<file path="config.mk">
export PLATFORM = sky130hd
export DESIGN_NAME = ripple_seq_ctrl
export DESIGN_NICKNAME = d
export VERILOG_FILES = /design/src/rtl/ripple_seq_ctrl.sv
export SDC_FILE = /design/constraint.sdc
export NUM_CORES = 1
export LEC_CHECK = 0
export BUFFER_PORTS_ARGS = -buffer_cell sky130_fd_sc_hd__buf_2
export CORE_MARGIN = 5
export CORE_UTILIZATION = 45
export DETAILED_ROUTE_END_ITERATION = 12
export HOLD_SLACK_MARGIN = 0.1
export PLACE_DENSITY = 0.7
export RECOVER_POWER = 50
export SLEW_MARGIN = 20
export SYNTH_ARGS = -nofsm -noshare
export SYNTH_HDL_FRONTEND = slang
export SYNTH_SLANG_ARGS = --single-unit
</file>
<file path="constraint.sdc">
create_clock -name clk -period 3.26 [get_ports clk]
set_input_delay 0.163 -clock clk [delete_from_list [all_inputs] [get_ports clk]]
set_output_delay 0.163 -clock clk [all_outputs]
set_load 0.05 [all_outputs]
</file>
<file path="src/rtl/ripple_seq_ctrl.sv">
// Multi-cycle wide adder sequencer: walks WIDTH-bit operands one nibble per
// cycle through an external 4-bit ripple_adder, carrying between slices in a register.
module ripple_seq_ctrl #(
    parameter int WIDTH = 16
) (
    input  logic             clk,
    input  logic             rst_n,
    input  logic             start,
    input  logic [WIDTH-1:0] a,
    input  logic [WIDTH-1:0] b,
    input  logic             cin,
    output logic             busy,
    output logic             done,
    output logic [WIDTH-1:0] sum,
    output logic             cout,
    output logic [3:0]       add_a,
    output logic [3:0]       add_b,
    output logic             add_cin,
    input  logic [3:0]       add_sum,
    input  logic             add_cout
);

    localparam int NSLICE = WIDTH / 4;
    localparam int IDXW   = (NSLICE > 1) ? $clog2(NSLICE) : 1;
    localparam logic [IDXW-1:0] LAST_IDX = IDXW'(NSLICE - 1);

    typedef enum logic [1:0] {
        ST_IDLE = 2'd0,
        ST_RUN  = 2'd1,
        ST_DONE = 2'd2
    } state_t;

    state_t           state_r, state_s;
    logic [WIDTH-1:0] op_a_r, op_a_s;
    logic [WIDTH-1:0] op_b_r, op_b_s;
    logic             carry_r, carry_s;
    logic [IDXW-1:0]  idx_r, idx_s;
    logic [WIDTH-1:0] sum_r, sum_s;
    logic             cout_r, cout_s;
    logic [3:0]       add_a_s, add_b_s;
    logic             add_cin_s;

    // Slice drive: select the current nibble pair of the captured operands.
    always_comb begin
        add_a_s   = 4'h0;
        add_b_s   = 4'h0;
        add_cin_s = 1'b0;
        if (state_r == ST_RUN) begin
            add_cin_s = carry_r;
            for (int i = 0; i < NSLICE; i++) begin
                if (idx_r == IDXW'(i)) begin
                    add_a_s = op_a_r[4*i +: 4];
                    add_b_s = op_b_r[4*i +: 4];
                end else begin
                    add_a_s = add_a_s;
                    add_b_s = add_b_s;
                end
            end
        end else begin
            add_cin_s = 1'b0;
        end
    end

    // Next-state and datapath update; kept apart from the slice drive so the
    // external adder path does not form a loop through one process.
    always_comb begin
        state_s = state_r;
        op_a_s  = op_a_r;
        op_b_s  = op_b_r;
        carry_s = carry_r;
        idx_s   = idx_r;
        sum_s   = sum_r;
        cout_s  = cout_r;
        case (state_r)
            ST_IDLE: begin
                if (start) begin
                    op_a_s  = a;
                    op_b_s  = b;
                    carry_s = cin;
                    idx_s   = {IDXW{1'b0}};
                    state_s = ST_RUN;
                end else begin
                    state_s = ST_IDLE;
                end
            end
            ST_RUN: begin
                for (int i = 0; i < NSLICE; i++) begin
                    if (idx_r == IDXW'(i)) begin
                        sum_s[4*i +: 4] = add_sum;
                    end else begin
                        sum_s[4*i +: 4] = sum_r[4*i +: 4];
                    end
                end
                carry_s = add_cout;
                if (idx_r == LAST_IDX) begin
                    cout_s  = add_cout;
                    state_s = ST_DONE;
                end else begin
                    idx_s = idx_r + IDXW'(1);
                end
            end
            ST_DONE: begin
                state_s = ST_IDLE;
            end
            default: begin
                state_s = ST_IDLE;
            end
        endcase
    end

    // State and datapath registers.
    always_ff @(posedge clk or negedge rst_n) begin
        if (!rst_n) begin
            state_r <= ST_IDLE;
            op_a_r  <= {WIDTH{1'b0}};
            op_b_r  <= {WIDTH{1'b0}};
            carry_r <= 1'b0;
            idx_r   <= {IDXW{1'b0}};
            sum_r   <= {WIDTH{1'b0}};
            cout_r  <= 1'b0;
        end else begin
            state_r <= state_s;
            op_a_r  <= op_a_s;
            op_b_r  <= op_b_s;
            carry_r <= carry_s;
            idx_r   <= idx_s;
            sum_r   <= sum_s;
            cout_r  <= cout_s;
        end
    end

    assign busy    = (state_r == ST_RUN) || (state_r == ST_DONE);
    assign done    = (state_r == ST_DONE);
    assign sum     = sum_r;
    assign cout    = cout_r;
    assign add_a   = add_a_s;
    assign add_b   = add_b_s;
    assign add_cin = add_cin_s;

endmodule

</file>
==> results of run 1 <==
==> per-layer routing <==
| metal | wire length, um | up-vias | global-route usage, % |
|---|---|---|---|
| li1 | - | 907 | - |
| met1 | 2650 | 948 | 22.8 |
| met3 | 362 | 9 | 4.32 |
| met2 | 2920 | 55 | 29.0 |
| met5 | 0 | - | 0 |
| met4 | 87 | 0 | 4.60 |
==> cell families after synthesis <==
kind of cell | share of synthesized area, %
AO/OA/AOI/OAI | 8.10
AND/OR/NAND/NOR | 8.72
buffers and inverters | 3.61
adder cells (fa/ha/maj) | 3.37
multiplexers | 24.1
flip-flops | 52.0
==> area by class of cell <==
cell class	count	area (um^2)	area share [%]
flip-flops and latches	54	1350	39.5
multi-input cells	132	1150	33.7
repair buffers	106	693	20.3
well taps	72	90.1	2.63
clock buffers	5	68.8	2.01
clock inverters	3	47.5	1.39
inverters	5	18.8	0.549
==> cells in the final DEF, fill, tap and decap left out, types with 2 or more instances in the layout <==
cell type	netlist	layout
clkbuf_8	0	5
buf_2	2	50
a221oi_1	8	8
nand2_1	28	28
and2_1	2	2
dlygate4sd3_1	0	37
mux2_2	17	17
dfrtp_1	54	54
o22ai_1	2	2
mux2_4	29	29
inv_1	5	5
clkbuf_1	0	18
o21ai_0	18	18
ha_1	7	7
nor2b_1	7	7
==> what timing repair did <==
| item | CTS | global route |
|---|---|---|
| resized for setup | 0 | 0 |
| hold endpoints to repair | 75 | 0 |
| hold buffers | 37 | 0 |
==> how the worst max path moves through the flow <==
stage                                 from        to  slack, ns  cells after the start
global placement    state_r[1]$_DFFE_PN0P_  add_a[1]       0.88                      6
floorplan             idx_r[0]$_DFFE_PN0P_  add_a[2]       0.94                      5
global route        state_r[1]$_DFFE_PN0P_  add_a[3]       0.16                      6
detailed placement  state_r[1]$_DFFE_PN0P_  add_a[1]       0.80                      6
finish              state_r[1]$_DFFE_PN0P_  add_b[2]       0.39                      6
CTS                 state_r[1]$_DFFE_PN0P_  add_a[1]       0.44                      6
==> report_power, final <==
part | total, uW | internal, uW | switching, uW
clock | 458 | 233 | 224
combinational | 1740 | 648 | 1090
sequential | 1160 | 981 | 181
==> sequential cells by signal, indices dropped and copies added, names as in the netlist <==
register	cells
op_b_r	16
op_a_r	16
state_r	2
carry_r	1
cout	1
sum	16
idx_r	2
==> synth_stat cells (all sizes together) <==
master / instances
ha: 7
nor2b: 7
or3b: 1
dfrtp: 54
a211oi: 1
a21oi: 1
and2b: 1
o221ai: 1
nand2: 30
nand3: 1
o21a: 1
o311ai: 1
nor2: 1
buf: 8
a221oi: 8
nand2b: 1
or2b: 1
inv: 5
and2: 2
nand3b: 1
o21ai: 18
clkbuf: 1
mux2: 46
o22ai: 2
==> worst max-delay path: stages, from the launching register on <==
cell and delay [ns]:
dfrtp_1 0.41, inv_1 0.08, ha_1 0.48, nor2b_1 0.70, o21ai_0 0.22, o21ai_0 0.21, buf_2 0.29
==> through the flow <==
stage	utilization, %	setup slack [ns]	hold WS [ns]	std cells	power (uW)
after global placement	53.4	0.878	0.346	332	2860
after CTS	62.2	0.440	0.107	377	3400
final	61.7	0.388	0.110	377	3360
after detailed placement	53.4	0.803	0.348	332	2900
after global routing	61.7	0.158	0.128	377	3550
after floorplan	-	0.936	-0.133	200	2550
==> summary.txt, run 1 <==
Run status
  • Status: complete, but fails checks
  • Violated checks: capacitance limit, slew limit

Placement
  • Port bufs: 68
  • Post-DP HPWL: 3.94 mm
  • Final GP Congestion: 0.751
  • Placement Cell Area: 2960 um^2

GRT
  • Total gr overflow: 0
  • Largest net degree at the start of global routing: 41
  • Initial antenna violation count: 0
  • Global router's overall resource usage: 17.5%
  • Vias in the first global route: 2119
  • First-pass GRT wire length: 10.3 mm

Clocking
  • H-tree levels: 2
  • Skew-Pair Late Insertion Delay: 0.31 ns
  • Setup repair bufs after CTS: 0
  • Root Driver: clkbuf_8
  • Sinks on the clock net: 54
  • Max Root-Sink Buffers: 2
  • CTS tree: done
  • CTS Buf Count: 5
  • Worst-path clk slew: 0.11 ns

Logic synthesis
  • Area contributors post-synth: dfrtp_1 (52%), mux2_4 (17%), mux2_2 (7.4%)
  • Syn_nets: 248
  • Syn avg cell area: 13.0 um^2
  • Leading area contributor after synthesis: dfrtp_1
  • Post-Syn Area: 2600 um^2
  • Post-synth top area share: 52.0%
  • Syn Inst Count: 200
  • Synth Warn #: 0
  • Flops & latches, synth: 54
  • Post-synthesis sequential area ratio: 52.0%
  • Post-synth cell types: 29

Detailed routing
  • DRC: 0
  • Via Count: 1919
  • Iter 0 DRT Violations: 88
  • WL/cell: 16.0 um
  • Final WL: 6.02 mm
  • Vias per cell: 5.09
  • DRT Pass-1 Iters: 4
  • Final ANT Viol Nets: 0

Floorplan
  • Initial core utilization: 46.9%
  • Die height: 86.0 um
  • FP Rows: 27
  • Die W: 86.0 um
  • Boundary pin count: 69
  • Core area: 5540 um^2
  • Die area: 7390 um^2

Worst setup path
  • R2r endpoint: state_r[0]$_DFFE_PN0P_
  • Arrival @ worst endpoint: 2.71 ns
  • FF-to-FF setup slack: 1.24 ns
  • CP Class: flop to output pin
  • Crit. End Element: output pin
  • CP startpoint kind: flop
  • Reg2reg path depth: 4
  • Worst r2r src: state_r[1]$_DFFE_PN0P_
  • Max FO, Critical Path: 16
  • Worst Path Required: 3.10 ns

STA
  • RSZ-0062 raised after global routing: false
  • Final setup TNS: 0 ns
  • Slew headroom: -42.9%
  • Final setup fails: 0
  • Count of final hold-check violations: 0
  • Worst Tran Pin Value: 2.14 ns
  • Fin crit share: 88.1%
  • Max frequency: 348 MHz
  • Tmin final: 2.87 ns
  • Max Transition Viols Final: 41
  • Final setup skew: 0.0106 ns

Job
  • Max_cap viols: 1

Hold path
  • Hold crit path type: input pin to flop
  • Hold EP: sum[13]$_DFFE_PN0P_
  • Hold path startpoint: add_sum[1]
  • Worst hold stages: 3

Finish
  • Nets: 352
  • Share of post-route cells with drive strength above 1: 35.4%
  • Area grow syn2layout: 31.8%
  • Fin area: 3420 um^2
  • Layout fillers: 463
  • Diodes inserted: 0

Power
  • Worst VDD drop: 0.440 mV
  • Pwr per Cell Area: 982 nW/um^2
  • Leak pwr: 0.00161 uW
(Power assumes the default switching activity.)
==> run 2, diff against run 1 <==
- ABC_AREA: default -> 1
==> run 2 against run 1 <==
The flow now finishes without violations. Sequential power barely moved. Critical path depth up 1. Clock-buffer cell count stayed put. Area after synthesis fell by 4.1%. Clock skew increased by 0.0019 ns. Wire length is 3.4% higher. Highest routed layer unchanged.
==> summary.txt, run 2 <==
Finish
  • Nets: 457
  • Most frequent cells in the layout: nand2_1 (165), dfrtp_1 (54), buf_2 (50)
  • Commonest non-fill, non-tap cell in the layout: nand2_1
  • Layout fillers: 523
  • Diodes inserted: 0
  • Share of post-route cells with drive strength above 1: 16.1%
  • Post-Layout Cell Count: 482
  • Area grow syn2layout: 31.2%
  • Fin area: 3270 um^2

Worst setup path
  • Max FO, Critical Path: 13
  • Critical Path Max Stage Delay: 0.39 ns
  • Most used cell, CP: nand2_1
  • WP buf/inv: 3
  • Crit. End Element: output pin
  • Worst Path Required: 3.10 ns
  • CP Class: flop to output pin
  • Crit path cell chain: inv_1, ha_1, nand2_4, inv_2, nand2_1, nand2_1, buf_2
  • CP max stage cell: dfrtp_1
  • CP top delay family: buffers and inverters
  • Arrival @ worst endpoint: 2.02 ns
  • CP startpoint kind: flop

Logic synthesis
  • Post-synthesis compound-gate area fraction: 5.23%
  • Post-synth cell types: 17
  • Adder-cell share of the synthesized area: 3.52%
  • Leading area contributor after synthesis: dfrtp_1
  • Top_reg_cell synth: dfrtp_1
  • Mux contribution to synthesized area: 0%
  • Synth cell count leaders: nand2_1 (165), dfrtp_1 (54), nor2_1 (17)
  • Synth Warn #: 0
  • Syn Inst Count: 310
  • Ys async rst share: 100%
  • Xor-xnor portion of the synthesized cell area: 0%
  • Flops & latches, synth: 54
  • Area contributors post-synth: dfrtp_1 (54%), nand2_1 (25%), ha_1 (3.5%)
  • EDFF count, synth: 0
  • Syn_nets: 358
  • Main combinational cell family by area after synthesis: simple AND/OR/NAND/NOR gates
  • Post-synth top area share: 54.3%
  • Post-Syn Area: 2490 um^2
  • Most numerous cell in the Yosys netlist: nand2_1
  • Post-synthesis sequential area ratio: 54.3%
  • Syn avg cell area: 8.03 um^2
  • Simple logic cell fraction of the synthesized area: 30.7%

Detailed routing
  • Final WL: 6.23 mm
  • DRT Pass-1 Iters: 4
  • Via Count: 2266
  • Iter 0 DRT Violations: 141
  • DRC: 0
  • Vias per cell: 4.70
  • Final ANT Viol Nets: 0
  • WL/cell: 12.9 um

GRT
  • Vias in the first global route: 2366
  • Initial antenna violation count: 0
  • Largest net degree at the start of global routing: 36
  • Global router's overall resource usage: 18.8%
  • First-pass GRT wire length: 10.9 mm
  • Total gr overflow: 0

Power
  • Pwr per Cell Area: 985 nW/um^2
  • Leak pwr: 0.00182 uW
  • Tot Pwr: 3220 uW
  • Worst VDD drop: 0.418 mV

STA
  • Fin crit share: 67.0%
  • Tmin final: 2.18 ns
  • Slew headroom: 16.3%
  • Max frequency: 458 MHz
  • Final setup skew: 0.0126 ns
  • Final setup fails: 0
  • Setup ws final: 1.08 ns
  • RSZ-0062 raised after global routing: false
  • Final setup TNS: 0 ns
  • Max Transition Viols Final: 0
  • Worst Tran Pin Value: 1.25 ns
  • Count of final hold-check violations: 0

Clocking
  • Worst-path clk slew: 0.10 ns
  • Sinks on the clock net: 54
  • CTS tree: done
  • Root Driver: clkbuf_8
  • H-tree levels: 2
  • Setup repair bufs after CTS: 0
  • Skew-Pair Late Insertion Delay: 0.31 ns
  • CTS Buf Count: 5
  • CTS-repair resized insts: 0
  • Max Root-Sink Buffers: 2
  • Hold_buf cts: 34

Floorplan
  • FP Rows: 27
  • Die height: 84.4 um
  • Die area: 7120 um^2
  • Core area: 5440 um^2
  • Boundary pin count: 69
  • Die W: 84.4 um
  • Initial core utilization: 45.8%

Placement
  • Worst slack at placement: 1.43 ns
  • Port bufs: 68
  • Post-DP HPWL: 4.16 mm
  • Placement Cell Area: 2830 um^2
  • Post-Place Cells: 440
  • Final GP Congestion: 0.728

Run status
  • Status: complete, no violations

Hold path
  • Hold crit path type: input pin to flop

Job
  • Max_cap viols: 0
-- run 2: final timing paths --
path,startpoint,end,slack (ns),depth (start not counted)
hold / removal,add_sum[3],sum[15]$_DFFE_PN0P_,0.14,3
setup reg to reg,state_r[0]$_DFFE_PN0P_,op_b_r[11]$_DFFE_PN0P_,1.46,6
hold reg to reg,op_a_r[2]$_DFFE_PN0P_,op_a_r[2]$_DFFE_PN0P_,0.49,2
min in group asynchronous,rst_n,op_b_r[9]$_DFFE_PN0P_,0.64,2
max in group asynchronous,rst_n,op_b_r[7]$_DFFE_PN0P_,1.23,3
setup / recovery,state_r[1]$_DFFE_PN0P_,add_a[1],1.08,7
-- run 2: tightest hold or removal path, stage by stage --
cell	delay, ns
buf_2	0.07
inv_1	0.05
o21ai_1	0.12
-- run 2: metrics by stage --
step	utilization, %	hold slack (ns)
6_report	60.0	0.136
5_1_grt	60.0	0.137
3_5_place_dp	52.1	0.169
3_3_place_gp	52.1	0.172
4_1_cts	60.5	0.127
2_1_floorplan	-	-0.133
-- run 2: where the power goes --
part | total [uW] | leakage [uW] | internal, uW | switching [uW]
combinational | 1610 | 0.00109 | 404 | 1200
clock | 463 | 0.0000587 | 233 | 230
sequential | 1150 | 0.000665 | 972 | 175
-- run 2: area by class of cell --
cell class                      count  area, um^2  share of cell area [%]
Inverter                           16        62.6                    1.92
Multi-Input combinational cell    229         982                    30.1
Sequential cell                    54        1350                    41.4
Clock inverter                      3        47.5                    1.46
Timing Repair Buffer              103         663                    20.3
Tap cell                           72        90.1                    2.76
Clock buffer                        5        68.8                    2.11
-- run 2: cells by family (layout without fill, tap and decap cells) --
family	Yosys count	after routing
buffers and inverters	27	127
AND/OR/NAND/NOR	196	196
flip-flops	54	54
adder cells (fa/ha/maj)	7	7
AO/OA/AOI/OAI	26	26
-- run 2: metal layers --
metal | GRT usage [%] | share of wire [%]
met5 | 0 | 0
met1 | 24.8 | 45
met3 | 3.93 | 5.3
met4 | 4.32 | 0.88
met2 | 32.1 | 49
